$ cat src/rtl/uart_pkg.sv
// ---------------------------------------------------------------------------
// uart_pkg
// Shared definitions for the UART transmit-side blocks inside UART_AHB.
//   - FSM state encodings for the TX arbiter (IDLE / START / WAIT_DONE)
//   - default byte width and default watchdog length
//   - helper to size a counter that must hold a given maximum count
// No ports: this is a package.
// ---------------------------------------------------------------------------
package uart_pkg;

    localparam logic [1:0] ST_IDLE      = 2'd0;
    localparam logic [1:0] ST_START     = 2'd1;
    localparam logic [1:0] ST_WAIT_DONE = 2'd2;

    localparam int DEF_DATA_W      = 8;
    localparam int DEF_TIMEOUT_CYC = 4096;

    // Width that can represent every value 0..maxCount inclusive, so the
    // watchdog counter can step one past its abort point without wrapping.
    function automatic int cntWidth(input int maxCount);
        return $clog2(maxCount + 1);
    endfunction

endpackage

$ cat src/rtl/rr_arbiter.sv
// ---------------------------------------------------------------------------
// rr_arbiter
// Purely combinational round-robin pick among NUM_REQ requesters. The search
// starts at the requester after the last one granted and wraps, so the most
// recently served requester has the lowest priority on the next round.
// Ports:
//   i_valid      NUM_REQ  per-requester request
//   i_last_grant ID_W     index granted most recently
//   i_enable     1        when low, no grant is produced
//   o_grant      NUM_REQ  one-hot winner (all zero if none)
//   o_grant_idx  ID_W     encoded winner (0 when no winner)
// ---------------------------------------------------------------------------
module rr_arbiter
    import uart_pkg::*;
#(
    parameter int NUM_REQ = 2,
    parameter int ID_W    = 1
) (
    input  logic [NUM_REQ-1:0] i_valid,
    input  logic [ID_W-1:0]    i_last_grant,
    input  logic               i_enable,
    output logic [NUM_REQ-1:0] o_grant,
    output logic [ID_W-1:0]    o_grant_idx
);

    logic [ID_W-1:0] w_idx;
    logic            w_found;

    // Walk the requesters in rotated order (last+1, last+2, ... wrapping
    // modulo NUM_REQ, ending on last itself) and keep the first valid one.
    // The modulo keeps the rotated index legal for non-power-of-two counts.
    always_comb begin
        o_grant     = '0;
        o_grant_idx = '0;
        w_idx       = '0;
        w_found     = 1'b0;
        for (int off = 1; off <= NUM_REQ; off++) begin
            w_idx = ID_W'((int'(i_last_grant) + off) % NUM_REQ);
            if (i_enable && !w_found && i_valid[w_idx]) begin
                w_found        = 1'b1;
                o_grant[w_idx] = 1'b1;
                o_grant_idx    = w_idx;
            end
        end
    end

endmodule

$ cat src/rtl/uart_tx_arbiter.sv
// ---------------------------------------------------------------------------
// uart_tx_arbiter
// Shares the single UART transmitter between NUM_REQ byte sources. One byte
// is accepted per grant, handed to the transmitter with a one-cycle start
// pulse, and the block then waits for the transmitter's done pulse. A
// watchdog aborts the wait after TIMEOUT_CYC cycles, drops the byte and
// raises a sticky interrupt.
// Ports:
//   HCLK / HRESETn  clock / async reset, active HIGH despite the legacy name
//   i_enable        permits new grants
//   i_req_valid     per-requester byte valid
//   i_req_data      requester k byte at [k*DATA_W +: DATA_W]
//   o_req_ready     one-hot accept, a transfer happens on valid & ready
//   o_tx_start      one-cycle start pulse to the transmitter
//   o_tx_data       byte being sent, stable from START until back in IDLE
//   i_tx_busy       transmitter still shifting a previous byte
//   i_tx_done       one-cycle completion pulse from the transmitter
//   o_grant_id      index of the last granted requester
//   o_busy          high whenever the FSM is not in IDLE
//   o_timeout_irq   sticky watchdog flag
//   i_irq_clr       clears o_timeout_irq
// ID_W must equal clog2(NUM_REQ).
// ---------------------------------------------------------------------------
module uart_tx_arbiter
    import uart_pkg::*;
#(
    parameter int NUM_REQ     = 2,
    parameter int DATA_W      = DEF_DATA_W,
    parameter int ID_W        = 1,
    parameter int TIMEOUT_CYC = DEF_TIMEOUT_CYC
) (
    input  logic                      HCLK,
    input  logic                      HRESETn,
    input  logic                      i_enable,
    input  logic [NUM_REQ-1:0]        i_req_valid,
    input  logic [NUM_REQ*DATA_W-1:0] i_req_data,
    output logic [NUM_REQ-1:0]        o_req_ready,
    output logic                      o_tx_start,
    output logic [DATA_W-1:0]         o_tx_data,
    input  logic                      i_tx_busy,
    input  logic                      i_tx_done,
    output logic [ID_W-1:0]           o_grant_id,
    output logic                      o_busy,
    output logic                      o_timeout_irq,
    input  logic                      i_irq_clr
);

    localparam int                CNT_W    = cntWidth(TIMEOUT_CYC);
    localparam logic [CNT_W-1:0]  CNT_LAST = CNT_W'(TIMEOUT_CYC - 1);
    localparam logic [ID_W-1:0]   LAST_RST = ID_W'(NUM_REQ - 1);

    logic [1:0]          r_state;
    logic [DATA_W-1:0]   r_tx_data;
    logic [ID_W-1:0]     r_last_grant;
    logic [CNT_W-1:0]    r_wd_cnt;
    logic                r_timeout_irq;

    logic                w_arb_en;
    logic [NUM_REQ-1:0]  w_grant;
    logic [ID_W-1:0]     w_grant_idx;
    logic [DATA_W-1:0]   w_sel_data;
    logic                w_start_fire;
    logic                w_timeout;

    // Grants are only offered from IDLE, so ready can never assert while a
    // byte is in flight even if i_enable stays high.
    assign w_arb_en = i_enable && (r_state == ST_IDLE);

    rr_arbiter #(
        .NUM_REQ (NUM_REQ),
        .ID_W    (ID_W)
    ) u_rr_arbiter (
        .i_valid      (i_req_valid),
        .i_last_grant (r_last_grant),
        .i_enable     (w_arb_en),
        .o_grant      (w_grant),
        .o_grant_idx  (w_grant_idx)
    );

    // Pick the winner's byte with the one-hot grant; an AND-OR mux avoids a
    // variable part-select on the encoded index.
    always_comb begin
        w_sel_data = '0;
        for (int k = 0; k < NUM_REQ; k++) begin
            if (w_grant[k]) begin
                w_sel_data = w_sel_data | i_req_data[k*DATA_W +: DATA_W];
            end
        end
    end

    // The start pulse is decoded from state so it is exactly one cycle wide
    // and falls immediately when reset forces the state back to IDLE.
    // A done pulse on the abort cycle wins, so the watchdog only fires
    // when done is absent.
    assign w_start_fire = (r_state == ST_START) && !i_tx_busy;
    assign w_timeout    = (r_state == ST_WAIT_DONE) && !i_tx_done && (r_wd_cnt == CNT_LAST);

    // Main FSM with the byte latch, grant history and watchdog counter.
    // The counter is cleared on entry to WAIT_DONE and counts every cycle
    // spent there; i_tx_done is deliberately ignored while in START.
    always_ff @(posedge HCLK or posedge HRESETn) begin
        if (HRESETn) begin
            r_state      <= ST_IDLE;
            r_tx_data    <= '0;
            r_last_grant <= LAST_RST;
            r_wd_cnt     <= '0;
        end else begin
            case (r_state)
                ST_IDLE: begin
                    if (|w_grant) begin
                        r_tx_data    <= w_sel_data;
                        r_last_grant <= w_grant_idx;
                        r_state      <= ST_START;
                    end
                end
                ST_START: begin
                    if (!i_tx_busy) begin
                        r_wd_cnt <= '0;
                        r_state  <= ST_WAIT_DONE;
                    end
                end
                ST_WAIT_DONE: begin
                    r_wd_cnt <= r_wd_cnt + CNT_W'(1);
                    if (i_tx_done || w_timeout) begin
                        r_state <= ST_IDLE;
                    end
                end
                default: begin
                    r_state <= ST_IDLE;
                end
            endcase
        end
    end

    // Sticky watchdog interrupt. A new timeout takes priority over a clear
    // arriving in the same cycle so an abort is never silently lost.
    always_ff @(posedge HCLK or posedge HRESETn) begin
        if (HRESETn) begin
            r_timeout_irq <= 1'b0;
        end else if (w_timeout) begin
            r_timeout_irq <= 1'b1;
        end else if (i_irq_clr) begin
            r_timeout_irq <= 1'b0;
        end
    end

    assign o_req_ready   = w_grant;
    assign o_tx_start    = w_start_fire;
    assign o_tx_data     = r_tx_data;
    assign o_grant_id    = r_last_grant;
    assign o_busy        = (r_state != ST_IDLE);
    assign o_timeout_irq = r_timeout_irq;

endmodule

$ cat config.mk
export PLATFORM = sky130hd
export DESIGN_NAME = uart_tx_arbiter
export DESIGN_NICKNAME = d
export VERILOG_FILES = /design/src/rtl/uart_pkg.sv /design/src/rtl/rr_arbiter.sv /design/src/rtl/uart_tx_arbiter.sv
export SDC_FILE = /design/constraint.sdc
export NUM_CORES = 1
export LEC_CHECK = 0
export ABC_CLOCK_PERIOD_IN_PS = 4100
export BUFFER_PORTS_ARGS = -buffer_cell sky130_fd_sc_hd__clkbuf_2
export CAP_MARGIN = 40
export CORE_MARGIN = 3
export CORE_UTILIZATION = 56
export CTS_BUF_LIST = sky130_fd_sc_hd__clkbuf_8
export DETAILED_ROUTE_END_ITERATION = 8
export PLACE_DENSITY = 0.86
export SYNTH_ARGS = -nofsm -noshare
export SYNTH_HDL_FRONTEND = slang
export SYNTH_HIERARCHICAL = 1
export SYNTH_SLANG_ARGS = --single-unit
$ cat constraint.sdc
create_clock -name HCLK -period 4.1 [get_ports HCLK]
set_clock_uncertainty 0.1 [all_clocks]
set_input_delay 0.41 -clock HCLK [delete_from_list [all_inputs] [get_ports HCLK]]
set_output_delay 0.41 -clock HCLK [all_outputs]
set_load 0.02 [all_outputs]
### Word-level counts from Yosys, hierarchy flattened

Index checks and enable logic that the tools add are counted.

* bits in registers: 25
* input bits: 24
* logic and storage cells: 64

* $add $sub $neg: 3
* order comparisons: 4
* equal/unequal tests: 6
* mux-type cells: 23
* bitwise operators: 2
* reductions and logical operators: 21

Operator list (count)
* $pmux W13 S2: 1
* $mux W8: 2
* $add A13 B1 Y13 const B: 1
* $eq A13 B12 Y1 const B: 1
* $mux W13: 1
* $mux W1: 11
* $mux W2: 5
* $logic_and A1 B1 Y1: 9
* $or A8 B8 Y8: 1
* $pmux W2 S3: 1
* $reduce_bool A2 Y1: 3
* $lt A1 B2 Y1 const B: 2
* $ne A2 B1 Y1 const B: 2
* $reduce_and A2 Y1: 2
* $logic_not A1 Y1: 3
* $reduce_and A3 Y1: 1
* $add A1 B1 Y1 const B: 2
* $demux W1 S1: 2
* $eq A2 B1 Y1 const B: 1
* $eq A2 B2 Y1 const B: 1
* $ge A1 B1 Y1 const B: 2
* $logic_not A2 Y1: 1
* $ne A2 B2 Y1 const B: 1
* $or A2 B2 Y2: 1
* other kinds (2): 2

### Longest topological paths before layout

* word-level depth: 12
* depth in mapped cells: 7
* depth with buffers taken out: 6

### By module

Netlist, hierarchy kept.

Modules (own cells, without submodules)
* uart_tx_arbiter: times used 1, cells an instance 109, area an instance 1218.7 µm²
* rr_arbiter: times used 1, cells an instance 6, area an instance 26.3 µm²

### Worst setup path after synthesis

Ideal clock, no wire load.

* kind: reg-to-reg
* start point: register r_state[0]
* end point: register r_last_grant, in the netlist o_grant_id
* library setup time: 85 ps
* data arrival time: 2048 ps
* path slack: 1867 ps
* stages on the path, launching flop included: 8
* buffers on the path: 1
* clock period less this slack: 2233 ps
* cell sequence: dfrtp_1 nor2_1 and2_1 nand2_1 a21oi_1 clkbuf_1 o21ai_1 mux2_1

* longest elaborated chain between the ends: 10

Ends and longest elaborated chain
* from (decl): RTL line uart_tx_arbiter.sv:52 `logic [1:0] r_state;`
* from (signal assigned): RTL line uart_tx_arbiter.sv:103 `r_state <= ST_IDLE;`
* from (signal assigned): RTL line uart_tx_arbiter.sv:113 `r_state <= ST_START;`
* from (signal assigned): RTL line uart_tx_arbiter.sv:119 `r_state <= ST_WAIT_DONE;`
* $logic_not A2 Y1 (*): RTL line uart_tx_arbiter.sv:67 `assign w_arb_en = i_enable && (r_state == ST_IDLE);`
* $logic_and A1 B1 Y1 (*): RTL line uart_tx_arbiter.sv:67
* via w_arb_en: RTL line uart_tx_arbiter.sv:58 `logic w_arb_en;`
* $logic_and A1 B1 Y1: RTL line rr_arbiter.sv:39 `if (i_enable && !w_found && i_valid[w_idx]) begin`
* $mux W1: RTL line rr_arbiter.sv:39
* $logic_not A1 Y1: RTL line rr_arbiter.sv:39
* $logic_and A1 B1 Y1 (2 in a row): RTL line rr_arbiter.sv:39
* $mux W2 (*): RTL line rr_arbiter.sv:39
* via o_req_ready[1]: RTL line uart_tx_arbiter.sv:37 `output logic [NUM_REQ-1:0] o_req_ready,`
* $reduce_or A2 Y1 (*): RTL line uart_tx_arbiter.sv:110 `if (|w_grant) begin`
* $reduce_and A2 Y1 (no line) (*)
* to (signal assigned): RTL line uart_tx_arbiter.sv:112 `r_last_grant <= w_grant_idx;`
* to (decl): RTL line uart_tx_arbiter.sv:54 `logic [ID_W-1:0] r_last_grant;`

Mark *: on every way through the listed nets, which the timed path passes. The rest lies on a longest branch.
A chain may end at the register's enable or synchronous reset.

### Worst setup path after layout

* start point: register r_state[1]
* end point: output o_req_ready[1]

* longest elaborated chain between the ends: 8

Ends and longest elaborated chain (RTL line)
* $logic_not A2 Y1 (*): uart_tx_arbiter.sv:67
* $logic_and A1 B1 Y1 (*): uart_tx_arbiter.sv:67
* via w_arb_en: uart_tx_arbiter.sv:58
* $logic_and A1 B1 Y1: rr_arbiter.sv:39
* $mux W1: rr_arbiter.sv:39
* $logic_not A1 Y1: rr_arbiter.sv:39
* $logic_and A1 B1 Y1 (2 in a row): rr_arbiter.sv:39
* $mux W2 (*): rr_arbiter.sv:39
* to (decl): uart_tx_arbiter.sv:37

Marked as above.

==> metrics.txt <==
status finished clean; total grt overflow 0; final hold violation count 0; met2 GRT Util a little over 40%; CTS Buffer Depth 2; Slowest cell on crit path a21oi_1; Crit path required time 3.59 ns; vias per cell just over 6; critical path class flop to primary output; Nets 180; Sequential Area around 630 sq um; synthesized area per cell between 10 and 15 sq um; Worst R2R End o_grant_id; # diodes 0; clk_lat worst skew between 0.2 and 0.3 ns; Crit Path Max Fanout 11; multi-input logic area 577 sq um; Worst R2R Start r_state[1]; initial antenna violation count 0; Top delay family on crit path compound AO/OA/AOI/OAI gates; DRC 0; PwrDens about 550 nW/um^2; FF-to-FF path depth 6; R2R setup slack roughly 1.5 ns; Design Area, Final between 1500 and 2000 sq um; Initial Util around three fifths; Final setup violation count 0; fill count 147; yosys warns 6; die height 53.2 microns; fin cells roughly 180; Die X approximately 53 microns; Row Count 16; Syn Nets between 100 and 150; sequential share of the synthesized area between 50% and 60%; worst-margin pin slew 0.845 ns; CORE AREA 2040 sq um; RSZ-0062 raised after global routing false; CTS root buf clkbuf_8; met3 Use GR under 10%; GP Congestion 0.746; commonest non-fill, non-tap cell in the layout clkbuf_2; DR iter-0 viols 37; worst stage delay on the critical path 0.66 ns; Buffers on Ports 37; Synth Register Bits 25; Mapped Area roughly 1200 sq um; clock sinks 25; worst setup slack after layout approximately 1.5 ns; CP Cell Sequence nor2_1 -> and2_1 -> nand2_1 -> a21oi_1 -> clkbuf_2; Ports 38; f_max between 300 and 400 MHz; Setup Fix Bufs, Post-CTS 0; Finished Core Util between 70% and 80%; share of layout cells above drive strength 1 between 30% and 40%; Clock transition at path regs roughly 0.07 ns; CTS H-tree depth 1; first-pass GRT wire length a little under 5000 microns; vias after detailed routing 1093; Netlist cell types 35; startpoint type of the worst setup path flop; CP arrival between 2 and 2.5 ns; drt pass-1 iters 4; total track usage between 20% and 30%; leakage approximately 0.71 nW; grt peak-use layer met2; number of global-route vias before repair around 1.1k; setup TNS 0 ns; CP Capture Type primary output; DPL Wire Length 2070 microns; Final Max Slew Viols 0; post-placement cell area 1480 sq um; total CTS buffers 3; worst rel slew slack about 44%; Hold EP o_timeout_irq; crit share post-route about 64%; Hold Path Cell Cnt 2; Die ar. between 2000 and 3000 sq um; DR WL/cell roughly 16 microns; largest net degree at the start of global routing 23; minimum clock period 2.64 ns; Detail Route Antenna Nets 0; TritonCTS clock tree yes; number of max-cap violations 0; routed wire length ~2900 microns; P&R area growth vs syn 23.0%; Hold Crit Class input pin to flop; Place WS 1.60 ns; Synth Instances about 120; worst hold start i_irq_clr; Max VDD drop 0.506 mV; grt met1 use ~29%; buffers and inverters on the worst path 1; commonest cells after routing, fill and taps aside 37 x clkbuf_2, 24 x dfrtp_1, 12 x nand2_1; Inst Count DP about 180
[synthesized netlist by cell type]
master     count  area, sq um
nand2b_1       1         6.26
o32ai_2        1         16.3
inv_2          1         3.75
inv_1          5         18.8
a21oi_1        3         15.0
or3b_1         1         8.76
and2_1         1         6.26
nor4_1         4         25.0
ha_1           1         12.5
dfstp_2        1         26.3
and4b_1        1         10.0
o31ai_1        1         7.51
o2bb2ai_1      8         70.1
mux2i_1        7         70.1
nand3_1        5         25.0
o41ai_1        2         17.5
nand4b_1       1         8.76
nand2_1       12         45.0
nand3_4        1         17.5
nor2b_1        1         6.26
nand4_1        2         12.5
o311ai_0       2         17.5
clkinv_1       1         3.75
nand3b_1       2         15.0
clkbuf_1       4         15.0
dfrtp_1       24          601
nand4_4        1         21.3
or4_4          1         11.3
nor2_1         2         7.51
xor2_1         2         17.5
o21ai_1        3         15.0
a22oi_1        8         60.1
mux2_1         1         11.3
o21ai_0        1         5.00
nor3_1         3         15.0
[power breakdown]
group	leakage (nW)	switching [W]	internal, W
clock network	0.0269	0.0000721	0.0000669
logic	0.359	0.000210	0.000120
registers	0.329	0.0000644	0.000314
total	0.715	0.000347	0.000501
[sequential cells by signal, summed over array words and instances, names as in the netlist]
register       cells
o_tx_data          8
o_timeout_irq      1
r_state            2
o_grant_id         1
r_wd_cnt          13
[worst reg2reg max path: stages (launching register included)]
cell     delay (ns)
dfrtp_1        0.45
nor2_1         0.21
and2_1         0.17
nand2_1        0.08
a21oi_1        0.66
o21ai_1        0.44
mux2_1         0.44
[worst max path at each step]
stage                     cells after the start       start        endpoint
after global placement                        6  r_state[0]      o_grant_id
after CTS                                     5  r_state[1]  o_req_ready[1]
after global routing                          6  r_state[1]      o_grant_id
final                                         5  r_state[1]  o_req_ready[1]
after detailed placement                      6  r_state[1]      o_grant_id
after floorplan                               7  r_state[0]      o_grant_id
[cell families after synthesis]
group / Yosys count / share of synthesized area (%)
compound gates: 29 / 18.0
flops: 25 / 50.4
buf+inv: 11 / 3.32
fa+ha+maj: 1 / 1.00
simple gates: 39 / 19.4
mux: 8 / 6.53
xor+xnor: 2 / 1.41
[metrics by stage]
stage	total power (W)	hold WS, ns
6_report	0.000848	0.233
5_1_grt	0.000901	0.241
4_1_cts	0.000847	0.231
3_5_place_dp	0.000708	0.207
3_3_place_gp	0.000685	0.360
2_1_floorplan	0.000592	0.337
[per-layer routing]
metal	share of wire, %	vias up
li1	-	522
met1	41	512
met2	50	48
met3	6.3	11
met4	2.1	0
met5	0	-
[area by class of cell]
cell class                      count  share of cell area (%)
Inverter                            7                    1.72
Clock buffer                        3                    2.70
Clock inverter                      1                   0.245
Tap cell                           27                    2.21
Timing Repair Buffer               39                    14.5
Sequential cell                    25                    40.9
Multi-Input combinational cell     79                    37.7
[repair_timing]
action,in CTS,in global routing
hold buffers,1,0
resized for setup,0,0
endpoints found under the hold margin,3,0
Power figures use the tool's default switching activity.
